## config.mk

```make
export PLATFORM = sky130hd
export DESIGN_NAME = calyx_run_ctrl_flat
export DESIGN_NICKNAME = d
export VERILOG_FILES = /design/src/rtl/calyx_run_pkg.sv /design/src/rtl/calyx_run_ctrl_if.sv /design/src/rtl/calyx_run_chan.sv /design/src/rtl/calyx_run_ctrl.sv /design/src/flat_wrapper.sv
export SDC_FILE = /design/constraint.sdc
export NUM_CORES = 1
export LEC_CHECK = 0
export CORE_MARGIN = 10
export CORE_UTILIZATION = 51
export CTS_BUF_LIST = sky130_fd_sc_hd__clkbuf_8
export CTS_CLUSTER_SIZE = 25
export DETAILED_ROUTE_END_ITERATION = 10
export GPL_ROUTABILITY_DRIVEN = 1
export GPL_TIMING_DRIVEN = 0
export PLACE_DENSITY = 0.72
export SYNTH_ARGS = -nofsm -noshare
export SYNTH_HDL_FRONTEND = slang
export SYNTH_SLANG_ARGS = --single-unit
```

## constraint.sdc

```tcl
create_clock -name clk -period 11.6 [get_ports clk]
set_input_delay 1.16 -clock clk [delete_from_list [all_inputs] [get_ports clk]]
set_output_delay 1.16 -clock clk [all_outputs]
set_load 0.005 [all_outputs]
```

## src/rtl/calyx_run_pkg.sv

```systemverilog
// Shared types and helpers for the Calyx go/done run controller.
package calyx_run_pkg;

    localparam int unsigned RESET_CYCLES_DEF = 3;
    localparam int unsigned SAT_W            = 64;

    typedef enum logic [2:0] {
        IDLE,
        RST,
        RUN,
        GAP,
        FIN
    } run_state_e;

    // Unsigned add clamped to the all-ones value of a w-bit counter (w <= SAT_W).
    function automatic logic [SAT_W-1:0] sat_add(input logic [SAT_W-1:0] a,
                                                 input logic [SAT_W-1:0] b,
                                                 input int unsigned      w);
        logic [SAT_W:0] sum;
        logic [SAT_W:0] sat_max;
        sat_max = {1'b0, {SAT_W{1'b1}} >> (SAT_W - w)};
        sum     = {1'b0, a} + {1'b0, b};
        return (sum > sat_max) ? sat_max[SAT_W-1:0] : sum[SAT_W-1:0];
    endfunction

endpackage

```

## src/rtl/calyx_run_ctrl_if.sv

```systemverilog
// go/done handshake bundle between the run controller and the Calyx components.
interface calyx_run_ctrl_if #(
    parameter int unsigned NUM_CH = 1
);
    logic              dut_reset;
    logic [NUM_CH-1:0] dut_go;
    logic [NUM_CH-1:0] dut_done;

    modport master (output dut_reset, output dut_go, input dut_done);
    modport slave  (input dut_reset, input dut_go, output dut_done);
endinterface

```

## src/rtl/calyx_run_chan.sv

```systemverilog
// One go/done channel: drives go, tracks completion and captures latency.
module calyx_run_chan
    import calyx_run_pkg::*;
#(
    parameter int unsigned CNT_W = 64
) (
    input  logic             clk,
    input  logic             reset_n,
    input  logic             clr,
    input  logic             run_start,
    input  logic             abort,
    input  logic [CNT_W-1:0] k,
    input  logic [CNT_W-1:0] limit,
    input  logic             done,
    output logic             go,
    output logic             complete,
    output logic             hit_c,
    output logic [CNT_W-1:0] cycles
);

    logic [CNT_W-1:0] k_inc;

    assign k_inc = CNT_W'(sat_add(SAT_W'(k), SAT_W'(1), CNT_W));

    // done only counts while go is high; later done levels are ignored.
    assign hit_c = go & done;

    always_ff @(posedge clk or negedge reset_n) begin
        if (!reset_n) begin
            go       <= 1'b0;
            complete <= 1'b0;
            cycles   <= '0;
        end else begin
            if (run_start) begin
                go       <= 1'b1;
                complete <= 1'b0;
            end else if (hit_c) begin
                go       <= 1'b0;
                complete <= 1'b1;
                cycles   <= k_inc;
            end else if (abort && go) begin
                go       <= 1'b0;
                complete <= 1'b1;
                cycles   <= limit;
            end
            if (clr) begin
                cycles <= '0;
            end
        end
    end

endmodule

```

## src/rtl/calyx_run_ctrl.sv

```systemverilog
// Run controller for Calyx go/done components: reset window, repeated runs,
// per-channel latency capture, cycle limit and session status.
module calyx_run_ctrl
    import calyx_run_pkg::*;
#(
    parameter int unsigned NUM_CH       = 1,
    parameter int unsigned CNT_W        = 64,
    parameter int unsigned RUN_W        = 16,
    parameter int unsigned RESET_CYCLES = RESET_CYCLES_DEF
) (
    input  logic                    clk,
    input  logic                    reset_n,
    input  logic                    start,
    input  logic [CNT_W-1:0]        cycle_limit,
    input  logic [RUN_W-1:0]        num_runs,
    calyx_run_ctrl_if.master        bus,
    output logic                    busy,
    output logic                    finished,
    output logic                    timeout,
    output logic [RUN_W-1:0]        run_idx,
    output logic [NUM_CH*CNT_W-1:0] ch_cycles,
    output logic [CNT_W-1:0]        total_cycles
);

    localparam int unsigned RC_W = $clog2(RESET_CYCLES + 1);

    run_state_e        state, state_n;
    logic [RC_W-1:0]   rst_cnt;
    logic [CNT_W-1:0]  k;
    logic [CNT_W-1:0]  k_inc;
    logic [CNT_W-1:0]  limit_q;
    logic [RUN_W-1:0]  runs_q;
    logic              dut_reset_q;

    logic              clr_c;
    logic              run_start_c;
    logic              run_done_c;
    logic              abort_c;
    logic              next_run_c;
    logic              all_done_c;

    logic [NUM_CH-1:0] go_w;
    logic [NUM_CH-1:0] complete_w;
    logic [NUM_CH-1:0] hit_w;

    assign k_inc         = CNT_W'(sat_add(SAT_W'(k), SAT_W'(1), CNT_W));
    assign all_done_c    = &(complete_w | hit_w);
    assign bus.dut_go    = go_w;
    assign bus.dut_reset = dut_reset_q;

    always_ff @(posedge clk or negedge reset_n) begin
        if (!reset_n) begin
            state <= IDLE;
        end else begin
            state <= state_n;
        end
    end

    always_comb begin
        state_n     = state;
        clr_c       = 1'b0;
        run_start_c = 1'b0;
        run_done_c  = 1'b0;
        abort_c     = 1'b0;
        next_run_c  = 1'b0;
        case (state)
            IDLE: begin
                if (start) begin
                    clr_c   = 1'b1;
                    state_n = RST;
                end
            end
            RST: begin
                if (rst_cnt == RC_W'(RESET_CYCLES - 1)) begin
                    run_start_c = 1'b1;
                    state_n     = RUN;
                end
            end
            RUN: begin
                // Completion takes priority over a limit hit in the same cycle.
                if (all_done_c) begin
                    run_done_c = 1'b1;
                    state_n    = GAP;
                end else if ((limit_q != '0) && (k_inc == limit_q)) begin
                    abort_c = 1'b1;
                    state_n = FIN;
                end
            end
            GAP: begin
                if (run_idx < (runs_q - RUN_W'(1))) begin
                    next_run_c  = 1'b1;
                    run_start_c = 1'b1;
                    state_n     = RUN;
                end else begin
                    state_n = FIN;
                end
            end
            FIN: begin
                state_n = IDLE;
            end
            default: begin
                state_n = IDLE;
            end
        endcase
    end

    // Status outputs are registered decodes of the next state.
    always_ff @(posedge clk or negedge reset_n) begin
        if (!reset_n) begin
            busy        <= 1'b0;
            finished    <= 1'b0;
            dut_reset_q <= 1'b1;
        end else begin
            busy        <= (state_n != IDLE);
            finished    <= (state_n == FIN);
            dut_reset_q <= (state_n == IDLE) || (state_n == RST) || (state_n == FIN);
        end
    end

    always_ff @(posedge clk or negedge reset_n) begin
        if (!reset_n) begin
            rst_cnt      <= '0;
            k            <= '0;
            limit_q      <= '0;
            runs_q       <= '0;
            run_idx      <= '0;
            timeout      <= 1'b0;
            total_cycles <= '0;
        end else begin
            if (clr_c) begin
                rst_cnt      <= '0;
                limit_q      <= cycle_limit;
                runs_q       <= (num_runs == '0) ? RUN_W'(1) : num_runs;
                run_idx      <= '0;
                timeout      <= 1'b0;
                total_cycles <= '0;
            end else if (state == RST) begin
                rst_cnt <= rst_cnt + RC_W'(1);
            end
            if (run_start_c) begin
                k <= '0;
            end else if (state == RUN) begin
                k <= k_inc;
            end
            if (next_run_c) begin
                run_idx <= run_idx + RUN_W'(1);
            end
            // The slowest channel finishes last, so k+1 here is the run maximum.
            if (run_done_c) begin
                total_cycles <= CNT_W'(sat_add(SAT_W'(total_cycles), SAT_W'(k_inc), CNT_W));
            end
            if (abort_c) begin
                timeout <= 1'b1;
            end
        end
    end

    for (genvar i = 0; i < NUM_CH; i++) begin : g_ch
        calyx_run_chan #(
            .CNT_W (CNT_W)
        ) u_chan (
            .clk       (clk),
            .reset_n   (reset_n),
            .clr       (clr_c),
            .run_start (run_start_c),
            .abort     (abort_c),
            .k         (k),
            .limit     (limit_q),
            .done      (bus.dut_done[i]),
            .go        (go_w[i]),
            .complete  (complete_w[i]),
            .hit_c     (hit_w[i]),
            .cycles    (ch_cycles[i*CNT_W +: CNT_W])
        );
    end

endmodule

```

## src/flat_wrapper.sv

```systemverilog
// flat-port wrapper written by rule: the top's interface ports become plain ports
module calyx_run_ctrl_flat import calyx_run_pkg::*;
#(
    parameter int unsigned NUM_CH       = 1,
    parameter int unsigned CNT_W        = 64,
    parameter int unsigned RUN_W        = 16,
    parameter int unsigned RESET_CYCLES = RESET_CYCLES_DEF
)
  (clk, reset_n, start, cycle_limit, num_runs, busy, finished, timeout, run_idx, ch_cycles, total_cycles, bus_dut_reset, bus_dut_go, bus_dut_done);
  calyx_run_ctrl_if #(.NUM_CH(NUM_CH)) bus_i ();
  input  logic clk;
  input  logic reset_n;
  input  logic start;
  input  logic [CNT_W-1:0] cycle_limit;
  input  logic [RUN_W-1:0] num_runs;
  output logic busy;
  output logic finished;
  output logic timeout;
  output logic [RUN_W-1:0] run_idx;
  output logic [NUM_CH*CNT_W-1:0] ch_cycles;
  output logic [CNT_W-1:0] total_cycles;
  output wire logic [$bits(bus_i.dut_reset)-1:0] bus_dut_reset;
  output wire logic [$bits(bus_i.dut_go)-1:0] bus_dut_go;
  input wire logic [$bits(bus_i.dut_done)-1:0] bus_dut_done;
  assign bus_dut_reset = bus_i.dut_reset;
  assign bus_dut_go = bus_i.dut_go;
  assign bus_i.dut_done = bus_dut_done;
  calyx_run_ctrl #(.NUM_CH(NUM_CH), .CNT_W(CNT_W), .RUN_W(RUN_W), .RESET_CYCLES(RESET_CYCLES)) u_core (.clk(clk), .reset_n(reset_n), .start(start), .cycle_limit(cycle_limit), .num_runs(num_runs), .bus(bus_i), .busy(busy), .finished(finished), .timeout(timeout), .run_idx(run_idx), .ch_cycles(ch_cycles), .total_cycles(total_cycles));
endmodule
```

==> results of run 1 <==
==> power breakdown <==
part	leakage, nW	switching (mW)	total, mW	internal (mW)
Sequential	3.88	0.523	1.95	1.42
Clock	0.601	0.463	1.04	0.579
Combinational	6.31	1.99	3.28	1.29
Total	10.8	2.98	6.27	3.29
==> layout by cell type, fill, tap and decap left out, types with 8 or more instances in the layout <==
master | netlist | final
o21ai_0 | 180 | 180
clkdlybuf4s50_1 | 0 | 231
a211oi_1 | 45 | 45
buf_2 | 25 | 25
inv_1 | 103 | 116
nor2b_1 | 12 | 12
a21oi_1 | 198 | 198
clkbuf_1 | 127 | 127
or3_1 | 16 | 16
xor2_1 | 64 | 64
and2_1 | 17 | 17
o211ai_1 | 10 | 10
a311oi_1 | 44 | 44
and4_1 | 11 | 11
o31ai_1 | 11 | 11
o21ai_1 | 43 | 43
nor2_1 | 217 | 217
buf_1 | 11 | 11
nand4b_1 | 11 | 11
a221oi_1 | 8 | 8
a31oi_1 | 60 | 60
a21o_1 | 42 | 42
o21bai_1 | 12 | 12
o21a_1 | 14 | 14
or4_1 | 16 | 16
nand3_1 | 64 | 64
nand2_1 | 432 | 432
clkinv_2 | 0 | 8
and3_1 | 33 | 33
xnor2_1 | 80 | 80
nand2b_1 | 14 | 14
nor4_1 | 59 | 59
dfrtp_1 | 298 | 298
nand4_1 | 66 | 66
nor3_1 | 72 | 71
clkbuf_8 | 0 | 56
ha_1 | 97 | 97
==> layout make-up <==
cell class | instances | share of cell area
Sequential cell | 299 | 0.2978
Timing Repair Buffer | 234 | 0.09480
Buffer | 169 | 0.02773
Multi-Input combinational cell | 2071 | 0.4946
Clock buffer | 56 | 0.03067
Tap cell | 532 | 0.02649
Clock inverter | 32 | 0.01235
Inverter | 104 | 0.01553
==> kinds of logic (layout without fill, tap and decap cells) <==
group                    after synthesis  count (layout)  synth area share
multiplexers                           6               6          0.002981
flip-flops                           299             299            0.3565
buffers and inverters                273             595           0.05180
XOR/XNOR                             146             146           0.06224
adder cells (fa/ha/maj)               98              98           0.05878
AND/OR/NAND/NOR                     1082            1082            0.2478
AO/OA/AOI/OAI                        739             739            0.2199
==> worst max-delay path by stage <==
stage	startpoint	end	slack [ns]	depth (start not counted)
3_5_place_dp	u_core.k[11]$_DFFE_PN0P_	u_core.total_cycles[59]$_DFFE_PN0P_	1.77	28
5_1_grt	u_core.k[11]$_DFFE_PN0P_	u_core.total_cycles[59]$_DFFE_PN0P_	0.90	28
4_1_cts	u_core.k[11]$_DFFE_PN0P_	u_core.total_cycles[59]$_DFFE_PN0P_	1.73	28
2_1_floorplan	u_core.k[11]$_DFFE_PN0P_	u_core.total_cycles[59]$_DFFE_PN0P_	4.76	28
3_3_place_gp	reset_n	u_core.total_cycles[15]$_DFFE_PN0P_	-3.30	1
6_report	u_core.k[11]$_DFFE_PN0P_	u_core.total_cycles[59]$_DFFE_PN0P_	1.35	28
==> critical path, delay by kind of cell (launching register included) <==
family                   cells  cell delay (ns)
XOR/XNOR                     1             0.40
adder cells (fa/ha/maj)      1             0.49
AND/OR/NAND/NOR             10             3.34
flip-flops                   1             0.32
AO/OA/AOI/OAI               11             3.36
buffers and inverters        5             2.18
==> flip-flops by register name, summed over array words and instances (netlist names) <==
| signal | count |
|---|---|
| u_core.total_cycles | 64 |
| u_core.bus.dut_reset | 1 |
| u_core.g_ch.u_chan.go | 1 |
| u_core.rst_cnt | 2 |
| u_core.finished | 1 |
| u_core.g_ch.u_chan.cycles | 64 |
| u_core.g_ch.u_chan.complete | 1 |
| u_core.runs_q | 16 |
| u_core.run_idx | 16 |
| u_core.k | 64 |
| u_core.state | 3 |
| u_core.limit_q | 64 |
| u_core.busy | 1 |
| u_core.timeout | 1 |
==> metal layers <==
metal  vias to the layer above  wire (um)
met5                         -          0
met4                         0       3904
met3                       253       8564
met2                      1224      37750
met1                     10620      35330
li1                      10160          -
==> stage by stage <==
stage | hold slack, ns | power [mW]
after floorplan | 0.4538 | 3.758
after CTS | 0.4270 | 6.189
after global routing | 0.4489 | 6.659
after global placement | 0.4709 | 5.043
after detailed placement | 0.4807 | 5.124
final | 0.4343 | 6.269
==> results.json, run 1 <==
{
  "status": "complete, no violations",
  "clock-root-buffer": "clkbuf_8",
  "cellPowerDensity_nw_per_um2": 249.5,
  "overflow": 0,
  "slowest_delay_ns": 0.77,
  "grtUsageMet1": 0.4335,
  "path_common_cell": "clkbuf_1",
  "final.setup.tns_ns": 0,
  "first_iter_violations": 2552,
  "period_share": 0.8837,
  "worst_slew_pin_slew_ns": 1.294,
  "syn_area_per_cell_sq_um": 7.941,
  "finClkSkew_ns": 0.02173,
  "setup.worst_path.start_class": "flop",
  "period_needed_ns": 10.25,
  "fp.coreArea_sq_um": 40740,
  "fillers": 3656,
  "final-seq-area_sq_um": 7483,
  "area_growth_pct": 19.73,
  "grt_pass1_wl_um": 129600,
  "synth_top_cells_by_count": "nand2_1 (432), dfrtp_1 (298), nor2_1 (217)",
  "io_pins": 233,
  "critical_path_class": "reg -> reg",
  "r2r_cells": 28,
  "grt_util_met2": 0.5124,
  "dr.pass1.iters": 7,
  "cts_made_buffers": 50,
  "nNetsFinal": 3111,
  "row_count": 74,
  "synth_area_leader_cell": "dfrtp_1",
  "synthCells": 2643,
  "gp_congestion": 1.047,
  "totalWireLength_um": 85550,
  "cts_tree": "yes",
  "yosys_warnings": 0,
  "crit_arrival_ns": 10.77,
  "cts_setup_buffers": 0,
  "start_util": 0.5152,
  "path_clk_slew_ns": 0.07,
  "rsz0062_at_grt": "false",
  "worstPathRequired_ns": 12.11,
  "multi_input_area_sq_um": 12430,
  "port_buffers": 232,
  "gr-max-usage-layer": "met2",
  "die_y_um": 222.9,
  "cts-htree-levels": 2,
  "ys_top_cells_by_area": "dfrtp_1 (36%), nand2_1 (7.7%), ha_1 (5.8%), a21oi_1 (4.7%), o21ai_0 (4.3%)",
  "first_global_vias": 21390,
  "syn-num-nets": 2825,
  "worstReg2RegStart": "u_core.k[11]$_DFFE_PN0P_",
  "drive_above_1_share": 0.05126,
  "hold_viol_final": 0,
  "wl_per_cell_um": 24.46,
  "antenna_left": 0,
  "synth_most_common_cell": "nand2_1",
  "relSlewSlack": 0.1313,
  "maxCapViolations": 0,
  "design_area_sq_um": 25130,
  "synth_edf_count": 0,
  "critical_path.max_fanout": 10,
  "n_antenna_cell": 0,
  "dpl.cell_count": 3409,
  "rr_endpoint": "u_core.total_cycles[59]$_DFFE_PN0P_",
  "post-route-util": 0.6168,
  "grt_max_degree": 125,
  "final_cell_count_no_fill": 3497,
  "die-width_um": 222.9,
  "cts_resized": 0,
  "dieArea_sq_um": 49670,
  "vias_per_cell": 6.363,
  "hp-class": "in -> async",
  "antenna_found_initial": 0,
  "drc": 0,
  "r2r_setup_slack_ns": 1.35,
  "vias": 22250,
  "finalSetupViolCount": 0,
  "cts_buffer_depth": 3,
  "synth_cell_type_count": 89,
  "synth_seq_cells": 299,
  "p_leak_nw": 10.80,
  "cts.sinks": 299,
  "dp_slack_ns": 1.772,
  "placed_area_sq_um": 24050,
  "worst_path_max_delay_cell": "nor3_1",
  "synth_top_area_frac": 0.3553,
  "synth_seq_area_share": 0.3565,
  "end_kind": "flop",
  "worst_slack_ns": 1.349,
  "synth_ff_type": "dfrtp_1",
  "cts_hold_buf": 0,
  "track_usage": 0.3328,
  "ys_async_sr_fraction": 1.000,
  "ir_drop_mv": 0.1543,
  "syn_area_sq_um": 20990,
  "slew_violations": 0,
  "dp_hpwl_um": 67430,
  "grt_use_met3": 0.08970,
  "max_freq_mhz": 97.55,
  "clkLatencyLatePin_ns": 0.65
}
Power figures use the tool's default switching activity.
==> run 2, diff against run 1 <==
Settings changed: PLACE_DENSITY 0.72 to 0.74.
==> results.json, run 2 (synthesized netlist as in run 1, its figures left out) <==
{
  "hold_viol_final": 0,
  "max_freq_mhz": 95.58,
  "cts_buffer_depth": 3,
  "p_clk_frac": 0.178,
  "most-common-layout-cells": "nand2_1 (432), dfrtp_1 (298), clkdlybuf4s50_1 (231)",
  "cellPowerDensity_nw_per_um2": 252.2,
  "drive_above_1_share": 0.05578,
  "crit_arrival_ns": 10.99,
  "dp_hpwl_um": 67990,
  "antenna_left": 0,
  "area_growth_pct": 20.37,
  "setup.worst_path.start_class": "flop",
  "rr_endpoint": "u_core.total_cycles[63]$_DFFE_PN0P_",
  "critical_path.max_fanout": 10,
  "period_needed_ns": 10.46,
  "worst_slew_pin_slew_ns": 1.321,
  "relSlewSlack": 0.1114,
  "r2r_setup_slack_ns": 1.14,
  "dr.pass1.iters": 9,
  "cts-htree-levels": 2,
  "status": "complete, no violations",
  "cts.sinks": 299,
  "worst_path_max_delay_cell": "nor3_1",
  "maxCapViolations": 0,
  "p_int_mw": 3.360,
  "worstPathRequired_ns": 12.13,
  "worstReg2RegStart": "u_core.k[11]$_DFFE_PN0P_",
  "cts_made_buffers": 53,
  "finClkSkew_ns": 0.04487,
  "r2r_cells": 28,
  "p_sw_mw": 3.010,
  "fp.coreArea_sq_um": 40740,
  "cts_tree": "yes",
  "swShare": 0.4725,
  "post-route-util": 0.6201,
  "clock-root-buffer": "clkbuf_8",
  "gp_congestion": 1.025,
  "antenna_found_initial": 0,
  "row_count": 74,
  "combPwrFrac": 0.517,
  "clkLatencyLatePin_ns": 0.68,
  "slowest_delay_ns": 0.86,
  "first_iter_violations": 2520,
  "holdWs_ns": 0.5025,
  "cts_hold_buf": 0,
  "vias": 22270,
  "dieArea_sq_um": 49670,
  "cts_setup_buffers": 0,
  "die_y_um": 222.9,
  "start_util": 0.5152,
  "vias_per_cell": 6.349,
  "die-width_um": 222.9,
  "drc": 0,
  "n_antenna_cell": 0,
  "grt_pass1_wl_um": 131600,
  "track_usage": 0.3361,
  "slew_violations": 0,
  "critical_path_class": "reg -> reg",
  "cts_resized": 0,
  "end_kind": "flop",
  "wl_per_cell_um": 24.50,
  "grt_max_degree": 113,
  "p_leak_nw": 10.86,
  "path_clk_slew_ns": 0.06,
  "io_pins": 233,
  "seq_power_share": 0.306,
  "ir_drop_mv": 0.1582,
  "path_common_cell": "clkbuf_1",
  "fillers": 3660,
  "overflow": 0,
  "first_global_vias": 21730,
  "finalSetupViolCount": 0,
  "totalWireLength_um": 85960,
  "rsz0062_at_grt": "false",
  "period_share": 0.9019,
  "port_buffers": 232,
  "hp-class": "in -> async",
  "nNetsFinal": 3114,
  "final_common_cell": "nand2_1"
}
==> run 2: changes by cell type in the layout (fill, tap and decap cells not counted) <==
cell,previous run,this run
bufinv_16,6,7
clkbuf_8,56,61
clkinv_2,8,14
clkinv_4,1,0
clkinvlp_4,2,4
inv_1,116,113
inv_8,0,1
==> run 2: stage by stage <==
| step | setup TNS (ns) | instances | setup WS (ns) | cell area [sq um] | total power [mW] |
|---|---|---|---|---|---|
| floorplan | 0 | 2643 | 4.761 | 20990 | 3.758 |
| CTS | 0 | 3508 | 1.484 | 25260 | 6.300 |
| finish | 0 | 3508 | 1.138 | 25260 | 6.370 |
| global placement | -935.50 | 3407 | -3.206 | 23980 | 5.057 |
| global route | 0 | 3508 | 0.5830 | 25260 | 6.779 |
| detailed placement | 0 | 3409 | 1.578 | 24050 | 5.137 |
==> run 2: worst max-delay path by stage <==
stage                                         from                                  end  slack (ns)  cells after the start
after floorplan           u_core.k[11]$_DFFE_PN0P_  u_core.total_cycles[59]$_DFFE_PN0P_        4.76                     28
after global placement                     reset_n   u_core.total_cycles[8]$_DFFE_PN0P_       -3.21                      1
after detailed placement  u_core.k[11]$_DFFE_PN0P_  u_core.total_cycles[59]$_DFFE_PN0P_        1.58                     28
after CTS                 u_core.k[11]$_DFFE_PN0P_  u_core.total_cycles[63]$_DFFE_PN0P_        1.48                     28
after global routing      u_core.k[11]$_DFFE_PN0P_  u_core.total_cycles[63]$_DFFE_PN0P_        0.58                     28
final                     u_core.k[11]$_DFFE_PN0P_  u_core.total_cycles[63]$_DFFE_PN0P_        1.14                     28
==> run 2: power groups by stage <==
stage               sequential (mW)  combinational, mW  clock [mW]
floorplan                      1.75               2.00           0
global placement               1.93               3.13           0
detailed placement             1.93               3.21           0
CTS                            1.92               3.24        1.14
global route                   1.99               3.60        1.20
finish                         1.95               3.29        1.13
==> run 2: area by class of cell <==
type / instances / area (sq um) / share of cell area
plain buffers: 169 / 696.9 / 0.02759
clock buffers: 61 / 839.6 / 0.03323
clock inverters: 38 / 376.6 / 0.01491
inverters: 104 / 390.4 / 0.01545
multi-input cells: 2071 / 12430 / 0.4920
flip-flops and latches: 299 / 7483 / 0.2962
well taps: 532 / 665.6 / 0.02635
repair buffers: 234 / 2382 / 0.09429
==> run 2: layer usage <==
metal / track usage / vias up / wire length [um]
li1: - / 10160 / -
met3: 0.07728 / 210 / 8356
met1: 0.4385 / 10770 / 35360
met4: 0.1269 / 0 / 3354
met2: 0.5332 / 1142 / 38900
met5: 0 / - / 0
==> run 2: worst max-delay path, delay by kind of cell (launching register included) <==
kind | cells | cell delay (ns)
compound gates | 10 | 3.37
xor+xnor | 1 | 0.44
fa+ha+maj | 1 | 0.50
buf+inv | 5 | 2.16
flops | 1 | 0.32
simple gates | 11 | 3.54
